[config.mk]
export PLATFORM = sky130hd
export DESIGN_NAME = fetch_sequencer_flat
export DESIGN_NICKNAME = d
export VERILOG_FILES = /design/src/rtl/fetch_sequencer_pkg.sv /design/src/rtl/fetch_sequencer_if.sv /design/src/rtl/fetch_perf_counter.sv /design/src/rtl/fetch_sequencer.sv /design/src/flat_wrapper.sv
export SDC_FILE = /design/constraint.sdc
export NUM_CORES = 1
export LEC_CHECK = 0
export CAP_MARGIN = 20
export CORE_ASPECT_RATIO = 0.75
export CORE_UTILIZATION = 32
export DETAILED_ROUTE_END_ITERATION = 12
export PLACE_DENSITY = 0.89
export REMOVE_ABC_BUFFERS = 1
export SKIP_CTS_REPAIR_TIMING = 1
export SLEW_MARGIN = 20
export SYNTH_ARGS = -nofsm -noshare
export SYNTH_HDL_FRONTEND = slang
export SYNTH_SLANG_ARGS = --single-unit
[constraint.sdc]
create_clock -name clk -period 2.2 [get_ports clk]
set_input_delay 0.22 -clock clk [delete_from_list [all_inputs] [get_ports clk]]
set_output_delay 0.22 -clock clk [all_outputs]
set_load 0.01 [all_outputs]
[src/rtl/fetch_sequencer_pkg.sv]
// Shared definitions for the fetch sequencer: next-PC select codes and the select priority rule.
// Latency: n/a (constants and a pure function only).
// Backpressure: n/a.
package fetch_sequencer_pkg;

    // Next-PC select codes understood by the PC unit (PcApparatus).
    localparam logic [1:0] PCSEL_PCPLUSFOUR = 2'd0;
    localparam logic [1:0] PCSEL_PCOFFSET   = 2'd1;
    localparam logic [1:0] PCSEL_REGOFFSET  = 2'd2;

    // Default widths shared by the interface and the top level.
    localparam int DBITS_DEFAULT    = 32;
    localparam int CNT_BITS_DEFAULT = 32;

    // Next-PC source for a retiring instruction. JAL wins over a taken branch;
    // everything else falls through to pc + 4.
    function automatic logic [1:0] pick_pc_sel(
        input logic is_jal,
        input logic is_branch,
        input logic cmp
    );
        logic [1:0] sel;
        sel = PCSEL_PCPLUSFOUR;
        if (is_jal) begin
            sel = PCSEL_REGOFFSET;
        end else if (is_branch && cmp) begin
            sel = PCSEL_PCOFFSET;
        end
        return sel;
    endfunction

endpackage

[src/rtl/fetch_sequencer_if.sv]
// Bundle of the PC-unit, instruction-memory and decode/execute signals around the fetch sequencer.
// Latency: n/a (wires only).
// Backpressure: imem_ready throttles fetch requests; ex_done holds the current instruction.
interface fetch_sequencer_if #(
    parameter int DBITS = 32
);
    // PC unit
    logic [DBITS-1:0] pc;
    logic [1:0]       pc_sel;
    logic             pc_we;

    // Instruction memory
    logic             imem_req;
    logic [DBITS-1:0] imem_addr;
    logic             imem_ready;
    logic             imem_rvalid;
    logic [DBITS-1:0] imem_rdata;

    // Decode / execute datapath
    logic [DBITS-1:0] instr;
    logic             instr_valid;
    logic             is_branch;
    logic             is_jal;
    logic             cmp;
    logic             halt;
    logic             ex_done;

    // Sequencer side
    modport master (
        input  pc,
        output pc_sel,
        output pc_we,
        output imem_req,
        output imem_addr,
        input  imem_ready,
        input  imem_rvalid,
        input  imem_rdata,
        output instr,
        output instr_valid,
        input  is_branch,
        input  is_jal,
        input  cmp,
        input  halt,
        input  ex_done
    );

    // Surrounding PC unit / imem / datapath side
    modport slave (
        output pc,
        input  pc_sel,
        input  pc_we,
        input  imem_req,
        input  imem_addr,
        output imem_ready,
        output imem_rvalid,
        output imem_rdata,
        input  instr,
        input  instr_valid,
        output is_branch,
        output is_jal,
        output cmp,
        output halt,
        output ex_done
    );

endinterface

[src/rtl/fetch_perf_counter.sv]
// Retired-instruction and imem-stall counters for the fetch sequencer (built only with FETCH_SEQ_PERF_CNT_EN).
// Latency: counts appear on the outputs one cycle after the qualifying event.
// Backpressure: none; counts every qualifying cycle and wraps modulo 2^CNT_BITS.
`ifdef FETCH_SEQ_PERF_CNT_EN
module fetch_perf_counter #(
    parameter int CNT_BITS = 32
) (
    input  logic                clk,
    input  logic                reset,
    input  logic                retire_inc,
    input  logic                stall_inc,
    output logic [CNT_BITS-1:0] retired_cnt,
    output logic [CNT_BITS-1:0] stall_cnt
);

    // Free-running wrap-around counters; the sequencer gates the increments.
    always_ff @(posedge clk) begin
        if (reset) begin
            retired_cnt <= '0;
            stall_cnt   <= '0;
        end else begin
            if (retire_inc) begin
                retired_cnt <= retired_cnt + CNT_BITS'(1);
            end
            if (stall_inc) begin
                stall_cnt <= stall_cnt + CNT_BITS'(1);
            end
        end
    end

endmodule
`endif

[src/rtl/fetch_sequencer.sv]
// Multi-cycle fetch/execute sequencer: fetches at pc, holds the instruction until execute completes, then strobes the PC update.
// Latency: 3 cycles per instruction minimum (request accepted, response, execute done); pc_we is combinational in the retiring cycle.
// Backpressure: stalls in fetch while !imem_ready, in wait while !imem_rvalid, in exec while !ex_done. Optional counters: FETCH_SEQ_PERF_CNT_EN.
module fetch_sequencer
    import fetch_sequencer_pkg::*;
#(
    parameter int DBITS    = DBITS_DEFAULT,
    parameter int CNT_BITS = CNT_BITS_DEFAULT
) (
    input  logic                clk,
    input  logic                reset,
    fetch_sequencer_if.master   bus,
    output logic                halted,
    output logic [CNT_BITS-1:0] retired_cnt,
    output logic [CNT_BITS-1:0] stall_cnt
);

    typedef enum logic [1:0] {
        S_FETCH = 2'd0,
        S_WAIT  = 2'd1,
        S_EXEC  = 2'd2,
        S_HALT  = 2'd3
    } state_t;

    state_t           state;
    logic [DBITS-1:0] instr_q;
    logic             instr_valid_q;
    logic             halted_q;
    logic             retire;

    // Instruction retires in the exec cycle where the datapath reports completion.
    assign retire = (state == S_EXEC) && bus.ex_done;

    // Sequencer state plus the registered instruction/valid/halted outputs.
    always_ff @(posedge clk) begin
        if (reset) begin
            state         <= S_FETCH;
            instr_q       <= '0;
            instr_valid_q <= 1'b0;
            halted_q      <= 1'b0;
        end else begin
            case (state)
                S_FETCH: begin
                    if (bus.imem_ready) begin
                        state <= S_WAIT;
                    end
                end
                S_WAIT: begin
                    if (bus.imem_rvalid) begin
                        instr_q       <= bus.imem_rdata;
                        instr_valid_q <= 1'b1;
                        state         <= S_EXEC;
                    end
                end
                S_EXEC: begin
                    if (bus.ex_done) begin
                        instr_valid_q <= 1'b0;
                        if (bus.halt) begin
                            state    <= S_HALT;
                            halted_q <= 1'b1;
                        end else begin
                            state <= S_FETCH;
                        end
                    end
                end
                S_HALT: begin
                    // Only reset leaves halt.
                    state <= S_HALT;
                end
                default: begin
                    state <= S_FETCH;
                end
            endcase
        end
    end

    // Request, PC strobe and next-PC select decoded from the current state.
    always_comb begin
        bus.imem_req  = (state == S_FETCH);
        bus.imem_addr = bus.pc;
        bus.pc_we     = retire;
        bus.pc_sel    = PCSEL_PCPLUSFOUR;
        if (retire) begin
            bus.pc_sel = pick_pc_sel(bus.is_jal, bus.is_branch, bus.cmp);
        end
    end

    assign bus.instr       = instr_q;
    assign bus.instr_valid = instr_valid_q;
    assign halted          = halted_q;

`ifdef FETCH_SEQ_PERF_CNT_EN
    logic stall;

    // A stall is a fetch cycle refused by imem or a wait cycle with no response yet.
    assign stall = ((state == S_FETCH) && !bus.imem_ready) ||
                   ((state == S_WAIT)  && !bus.imem_rvalid);

    fetch_perf_counter #(
        .CNT_BITS (CNT_BITS)
    ) u_perf (
        .clk         (clk),
        .reset       (reset),
        .retire_inc  (retire),
        .stall_inc   (stall),
        .retired_cnt (retired_cnt),
        .stall_cnt   (stall_cnt)
    );
`else
    assign retired_cnt = '0;
    assign stall_cnt   = '0;
`endif

endmodule

[src/flat_wrapper.sv]
// flat-port wrapper written by rule: the top's interface ports become plain ports
module fetch_sequencer_flat import fetch_sequencer_pkg::*;
#(
    parameter int DBITS    = DBITS_DEFAULT,
    parameter int CNT_BITS = CNT_BITS_DEFAULT
)
  (clk, reset, halted, retired_cnt, stall_cnt, bus_pc, bus_pc_sel, bus_pc_we, bus_imem_req, bus_imem_addr, bus_imem_ready, bus_imem_rvalid, bus_imem_rdata, bus_instr, bus_instr_valid, bus_is_branch, bus_is_jal, bus_cmp, bus_halt, bus_ex_done);
  fetch_sequencer_if #(.DBITS(DBITS)) bus_i ();
  input  logic clk;
  input  logic reset;
  output logic halted;
  output logic [CNT_BITS-1:0] retired_cnt;
  output logic [CNT_BITS-1:0] stall_cnt;
  input wire logic [$bits(bus_i.pc)-1:0] bus_pc;
  output wire logic [$bits(bus_i.pc_sel)-1:0] bus_pc_sel;
  output wire logic [$bits(bus_i.pc_we)-1:0] bus_pc_we;
  output wire logic [$bits(bus_i.imem_req)-1:0] bus_imem_req;
  output wire logic [$bits(bus_i.imem_addr)-1:0] bus_imem_addr;
  input wire logic [$bits(bus_i.imem_ready)-1:0] bus_imem_ready;
  input wire logic [$bits(bus_i.imem_rvalid)-1:0] bus_imem_rvalid;
  input wire logic [$bits(bus_i.imem_rdata)-1:0] bus_imem_rdata;
  output wire logic [$bits(bus_i.instr)-1:0] bus_instr;
  output wire logic [$bits(bus_i.instr_valid)-1:0] bus_instr_valid;
  input wire logic [$bits(bus_i.is_branch)-1:0] bus_is_branch;
  input wire logic [$bits(bus_i.is_jal)-1:0] bus_is_jal;
  input wire logic [$bits(bus_i.cmp)-1:0] bus_cmp;
  input wire logic [$bits(bus_i.halt)-1:0] bus_halt;
  input wire logic [$bits(bus_i.ex_done)-1:0] bus_ex_done;
  assign bus_i.pc = bus_pc;
  assign bus_pc_sel = bus_i.pc_sel;
  assign bus_pc_we = bus_i.pc_we;
  assign bus_imem_req = bus_i.imem_req;
  assign bus_imem_addr = bus_i.imem_addr;
  assign bus_i.imem_ready = bus_imem_ready;
  assign bus_i.imem_rvalid = bus_imem_rvalid;
  assign bus_i.imem_rdata = bus_imem_rdata;
  assign bus_instr = bus_i.instr;
  assign bus_instr_valid = bus_i.instr_valid;
  assign bus_i.is_branch = bus_is_branch;
  assign bus_i.is_jal = bus_is_jal;
  assign bus_i.cmp = bus_cmp;
  assign bus_i.halt = bus_halt;
  assign bus_i.ex_done = bus_ex_done;
  fetch_sequencer #(.DBITS(DBITS), .CNT_BITS(CNT_BITS)) u_core (.clk(clk), .reset(reset), .bus(bus_i), .halted(halted), .retired_cnt(retired_cnt), .stall_cnt(stall_cnt));
endmodule
======== Word-level counts from Yosys, hierarchy flattened ========
Index checks and enable logic that the tools add are counted.
storage, ports and cells
  word-level logic and storage cells ...... 29
  input port bits ......................... 73
  output and inout port bits .............. 134
  register bits ........................... 36
cells by class
  reductions and logical operators ........ 8
  equality and inequality tests ........... 6
  mux-type cells .......................... 11
operators with widths
  cell                  count
  $mux W2               6
  $reduce_and A3 Y1     3
  $pmux W2 S4           1
  $eq A2 B2 Y1 const B  2
  $ne A2 B2 Y1 const B  2
  $mux W1               3
  $eq A2 B1 Y1 const B  1
  $logic_and A1 B1 Y1   2
  $logic_not A2 Y1      1
  $ne A2 B1 Y1 const B  1
  $pmux W1 S2           1
  $reduce_and A2 Y1     1
  $reduce_bool A2 Y1    1

======== Depth between registers and ports, before layout ========
Gate-level depths: netlist (run 1).
  depth after elaboration ................. 4
  depth in mapped cells ................... 6
  mapped depth without buffers ............ 4

======== Worst setup path after synthesis (run 1) ========
No wires, ideal clock.
  path type ............................... reg-to-output
  from .................................... register u_core.state[0]
  to ...................................... output bus_pc_sel[1]
  setup slack ............................. 1038 ps
  path buffers ............................ 1
  data required time ...................... 1980 ps
  stages on the path, launching flop included .. 5
  arrival ................................. 942 ps
  path through ............................ dfxtp_1 -> buf_4 -> nand3b_1 -> inv_1 -> and2_1
between the ends
  word-level cells in the longest chain between the ends .. 3
ends and longest elaborated chain
  item                    line                   RTL
  from (decl)             fetch_sequencer.sv:25  state_t state;
  from (signal assigned)  fetch_sequencer.sv:37  state <= S_FETCH;
  from (signal assigned)  fetch_sequencer.sv:45  state <= S_WAIT;
  from (signal assigned)  fetch_sequencer.sv:52  state <= S_EXEC;
  $eq A2 B2 Y1            fetch_sequencer.sv:32  assign retire = (state == S_EXEC) && bus.ex_done;
  $logic_and A1 B1 Y1     fetch_sequencer.sv:32
  via bus_pc_we           flat_wrapper.sv:16     output wire logic [$bits(bus_i.pc_we)-1:0] bus_pc_we;
  $mux W2                 fetch_sequencer.sv:83  if (retire) begin
  to (decl)               flat_wrapper.sv:15     output wire logic [$bits(bus_i.pc_sel)-1:0] bus_pc_sel;
The timed path passes the listed nets, and every way through them passes these cells.

======== Worst setup path after layout (run 1) ========
  from .................................... register u_core.state[0]
  to ...................................... output bus_pc_sel[1]
between the ends
  word-level cells in the longest chain between the ends .. 3
ends and longest elaborated chain
  item                 line
  $eq A2 B2 Y1         fetch_sequencer.sv:32
  $logic_and A1 B1 Y1  fetch_sequencer.sv:32
  $mux W2              fetch_sequencer.sv:83
No other way between the ends.

==> results of run 1 <==
==> cell type report <==
class,instances,area [um^2]
well taps,78,97.59
flip-flops and latches,36,720.7
fillers,610,3548
clock buffers,5,68.82
repair buffers,82,810.8
multi-input cells,179,755.7
inverters,1,3.754
==> synth_stat cells <==
cell	count
nor3b_1	1
o21a_1	1
clkbuf_1	3
a21oi_1	36
buf_4	98
a21oi_2	2
buf_1	1
and3b_1	1
nand3b_1	1
dfxtp_1	36
nand3b_2	1
buf_2	2
nand2_1	65
buf_8	3
buf_6	1
nor3_1	2
and2_1	1
nor2_1	4
conb_1	1
inv_1	1
==> metal layers <==
metal	track usage [%]	vias up
met3	12.85	4
met2	19.26	118
met4	3.030	2
met1	18.23	682
li1	-	740
met5	7.576	-
==> worst max-delay path, cell delays in order (launching register included) <==
cell,delay [ns]
dfxtp_1,0.39
nand3b_1,0.25
inv_1,0.13
and2_1,0.13
clkdlybuf4s50_1,0.53
==> placed cells by master (no fill, tap or decap), drive strengths merged <==
cell type / instances
dfxtp: 36
nand2: 65
and2: 1
o21a: 1
clkdlybuf4s50: 78
conb: 64
a21oi: 38
nor3b: 1
buf: 4
and3b: 1
nor3: 2
nand3b: 2
clkbuf: 5
inv: 1
nor2: 4
==> power breakdown <==
group	internal [mW]	switching (mW)	total, mW
Combinational	0.149	0.155	0.304
Sequential	0.685	0.0212	0.706
Clock	0.204	0.203	0.407
==> flip-flops by register name, indices dropped and copies added (netlist names) <==
register and count:
u_core.bus.instr 32, u_core.state 2, u_core.bus.instr_valid 1, u_core.halted 1
==> cells by family after synthesis <==
family / synth area share, %
buf+inv: 39.83
flops: 34.97
compound gates: 9.958
simple gates: 15.06
other cells: 0.1820
==> worst max path at each step <==
stage                               start              endpoint  slack [ns]  cells after the start
after floorplan           u_core.state[0]  u_core.bus.instr[26]        0.73                      3
after global placement        bus_ex_done         bus_pc_sel[1]        0.39                      5
after detailed placement      bus_ex_done         bus_pc_sel[1]        0.34                      5
after CTS                 u_core.state[0]         bus_pc_sel[1]        0.27                      4
after global routing      u_core.state[0]         bus_pc_sel[1]        0.19                      4
final                     u_core.state[0]         bus_pc_sel[1]        0.28                      4
==> impl_results.md, run 1 <==
- Status: completed
- Clock skew: 0.005506 ns
- Remaining DRCs: 0
- First-pass GRT wire length: 7.307 mm
- Average vias per placed instance: 4.058
- Period Utilization, post-route: 87.23%
- Die Area: 0.006768 mm^2
- Total Wirelength: 5.410 mm
- Vias in the first global route: 1363
- Final Max Slew Viols: 0
- Post-Place Cells: 376
- Worst vdd ir: 293.6 uV
- Synth Register Bits: 36
- CTS Buf Count: 5
- Starting density of the core: 34.31%
- I/O pin count: 207
- Final core area utilization: 40.92%
- Placed instance area: 0.002389 mm^2
- CTS Buffer Depth: 2
- Worst Setup End Kind: output port
- Site Rows: 24
- Total Power: 1.417 mW
- Setup WS pre-CTS: 0.3410 ns
- Met3 WL: 828 um
- Worst path required time: 1.98 ns
- Top Metal Used: met5
- Final setup vio count: 0
- Critical path launch point type: register
- Post-detail-place hpwl: 4.217 mm
- Post-Layout Cell Count: 381
- MaxCap Viol Count: 0
- Die Wd: 94.66 um
- Fin nets: 378
- Clk sinks: 36
- Arrival time worst endpoint: 1.70 ns
- M1 wire length: 2.281 mm
- CTS H-tree depth: 2
- R2r setup slk: 0.71 ns
- Final Cell Area: 0.002457 mm^2
- Top cell type's share of synthesized area: 35.70%
- Worst skew pair latency: 0.27 ns
- Routed len/inst: 14.20 um
- Placer Congestion: 0.7396
- Vias: 1546
- Worst-path clk slew: 0.07 ns
- Final-report hold violation count: 0
- Seq/Total Area, Yosys: 34.97%
- Initial antenna violation count: 0
- Clock Tree Root: clkbuf_8
- P per Cell Area: 576.7 mW/mm^2
- Antenna Nets Post-Route: 0
- Worst hold slack: 0.4401 ns
- Area growth syn-to-layout: 19.25%
- GRT Total Usage: 15.03%
- Share of layout cells above drive strength 1: 3.960%
- Leak: 0.9803 nW
- WHS Path Cells: 0
- Worst r2r dst: u_core.bus.instr[26]
- RSZ-0062 raised after global routing: false
- Post-Syn Area per Cell: 7.896 um^2
- Initial DRC Count: 60
- Synth cell types: 20
- Max Clk Rate: 521.1 MHz
- Syn Inst Count: 261
- DR pass1 iterations: 4
- CP Max Fanout: 9
- CTS tree: built
- IO Port Bufs: 78
- Hold wc startpoint: bus_pc[5]
- # diodes: 0
- GRT overflow: 0
- Mapped Area: 0.002061 mm^2
- Largest cells by area after synthesis: buf_4 36%, dfxtp_1 35%, nand2_1 12%
- Reg2Reg Depth: 4
- Min-Delay Path Class: in -> out
- Hold worst-path end: bus_imem_addr[5]
- Core area: 0.006006 mm^2
- Yosys warns: 0
- Final WS setup: 0.2810 ns
- Final setup TNS: 0 ns
- Crit path time final: 1.919 ns
- Area leader, netlist: buf_4
- Vert. Die Dim: 71.50 um
- Met2 WL post-DR: 2.247 mm
- Reg2reg start: u_core.state[0]
- Largest net degree at the start of global routing: 37
- Kind of critical path: reg -> out
Power figures use the tool's default switching activity.
==> run 2, diff against run 1 <==
--- a/constraint.sdc
+++ b/constraint.sdc
@@ -3,2 +3,2 @@
 set_output_delay 0.22 -clock clk [all_outputs]
-set_load 0.01 [all_outputs]
+set_load 0.1 [all_outputs]
==> impl_results.md, run 2 (same netlist as run 1, synthesis figures left out) <==
- Status: completed
- CTS Buffer Depth: 2 (unchanged)
- CP Max Fanout: 9 (unchanged)
- GRT Total Usage: 15.09% (+0.063 points)
- Remaining DRCs: 0 (unchanged)
- RSZ-0062 raised after global routing: false
- Die Area: 0.006768 mm^2 (unchanged)
- Met2 WL post-DR: 2.219 mm (-1.2%)
- Site Rows: 24 (unchanged)
- Top Metal Used: met5
- CTS tree: built
- # diodes: 0 (unchanged)
- M1 wire length: 2.080 mm (-8.8%)
- Worst r2r dst: u_core.bus.instr[9]
- Average vias per placed instance: 4.138 (+2.0%)
- Period Utilization, post-route: 77.96% (-9.3 points)
- MaxCap Viol Count: 0 (unchanged)
- P per Cell Area: 859.9 mW/mm^2 (+49%)
- Clock skew: 0.004409 ns (-0.001096 ns)
- R2r setup slk: 0.75 ns (+0.04 ns)
- IO Port Bufs: 78 (unchanged)
- Worst-path clk slew: 0.07 ns (about the same)
- Total Wirelength: 5.204 mm (-3.8%)
- Hold wc startpoint: bus_pc[17]
- Critical path's largest stage delay: 0.38 ns (-0.15 ns)
- CTS H-tree depth: 2 (unchanged)
- CP Cell Sequence: nand3b_1, nor3_1, buf_12
- Total Power: 2.071 mW (+46%)
- Reg2reg start: u_core.state[0]
- I/O pin count: 207 (unchanged)
- Vias in the first global route: 1391 (+2.1%)
- Area growth syn-to-layout: 16.88%
- Worst skew pair latency: 0.27 ns (about the same)
- Initial DRC Count: 39 (-35%)
- Arrival time worst endpoint: 1.50 ns (-0.20 ns)
- Hold worst-path end: bus_imem_addr[17]
- Reg2Reg Depth: 4 (unchanged)
- Final setup vio count: 0 (unchanged)
- Fill cells: 633 (+3.8%)
- Die Wd: 94.66 um (unchanged)
- Core area: 0.006006 mm^2 (unchanged)
- Most frequent cells in the layout: 65 x nand2_1, 64 x conb_1, 40 x clkdlybuf4s50_1
- Worst Setup End Kind: output port
- Placed instance area: 0.002331 mm^2 (-2.4%)
- Final-report hold violation count: 0 (unchanged)
- Largest register FFs: 32 (unchanged)
- Worst hold slack: 0.4407 ns (+0.0006260 ns)
- Final setup TNS: 0 ns (unchanged)
- Commonest non-fill, non-tap cell in the layout: nand2_1
- Post-detail-place hpwl: 4.176 mm (-0.98%)
- Starting density of the core: 34.31% (unchanged)
- CTS Buf Count: 5 (unchanged)
- Worst vdd ir: 281.5 uV (-4.1%)
- Share of layout cells above drive strength 1: 16.72% (+13 points)
- Largest net degree at the start of global routing: 37 (unchanged)
- Routed len/inst: 13.59 um (-4.3%)
- Crit path time final: 1.715 ns (-0.2038 ns)
- Met3 WL: 852 um (+2.9%)
- First-pass GRT wire length: 7.362 mm (+0.75%)
- WHS Path Cells: 0 (unchanged)
- Critical path launch point type: register
- Vert. Die Dim: 71.50 um (unchanged)
- Initial antenna violation count: 0 (unchanged)
- DR pass1 iterations: 4 (unchanged)
- Placer Congestion: 0.7253 (-1.9%)
- Vias: 1585 (+2.5%)
- Clock Tree Root: clkbuf_8
- GRT overflow: 0 (unchanged)
- Leak: 1.066 nW (+8.8%)
- Final Max Slew Viols: 0 (unchanged)
- Max Clk Rate: 583.0 MHz (+12%)
- Kind of critical path: reg -> out
- Worst path required time: 1.98 ns (about the same)
- CP max-delay cell: dfxtp_1
- Clk sinks: 36 (unchanged)
- Final Cell Area: 0.002409 mm^2 (-2.0%)
- Min-Delay Path Class: in -> out
- Antenna Nets Post-Route: 0 (unchanged)
- Fin nets: 378 (unchanged)
## run 2: changes by cell type in the layout (fill, tap and decap cells not counted), sizes merged
| cell | delta |
|---|---|
| clkinv | +1 |
| clkbuf | +1 |
| buf | +38 |
| clkdlybuf4s50 | -38 |
## run 2: worst max-delay path: cells and delay by family (launching register included)
family | cells | cell delay (ns)
buffers and inverters | 1 | 0.23
flip-flops | 1 | 0.38
AND/OR/NAND/NOR | 2 | 0.61
## run 2: metrics by stage
step | setup WS (ns) | util (%) | std cells
after floorplan | -0.6984 | - | 216
after global placement | 0.4938 | 38.81 | 376
after detailed placement | 0.4561 | 38.81 | 376
after CTS | 0.4593 | 40.10 | 383
after global routing | 0.3907 | 40.10 | 383
final | 0.4848 | 40.10 | 383
## run 2: final cells by class
| cell class | count | area (um^2) | area share, % |
|---|---|---|---|
| Timing Repair Buffer | 82 | 753.2 | 31.27 |
| Sequential cell | 36 | 720.7 | 29.92 |
| Multi-Input combinational cell | 179 | 755.7 | 31.38 |
| Clock inverter | 1 | 5.005 | 0.2078 |
| Clock buffer | 6 | 72.57 | 3.013 |
| Tap cell | 78 | 97.59 | 4.052 |
| Inverter | 1 | 3.754 | 0.1558 |
## run 2: how the worst max path moves through the flow
stage	from	to
after floorplan	u_core.state[0]	bus_pc_sel[0]
after global placement	bus_imem_rvalid	u_core.bus.instr[26]
after detailed placement	bus_imem_rvalid	u_core.bus.instr[9]
after CTS	u_core.state[0]	bus_pc_sel[0]
after global routing	u_core.state[0]	bus_pc_sel[0]
final	u_core.state[0]	bus_pc_sel[0]
## run 2: power breakdown
group          leakage, nW  switching [mW]  internal, mW
sequential           0.293          0.0214         0.685
combinational        0.732           0.801         0.139
clock               0.0410           0.209         0.215
total                 1.07            1.03          1.04
## run 2: metal layers
metal / vias to the layer above / track usage (%)
li1: 744 / -
met1: 709 / 17.87
met2: 128 / 20.06
met3: 2 / 12.63
met4: 2 / 3.030
met5: - / 7.576
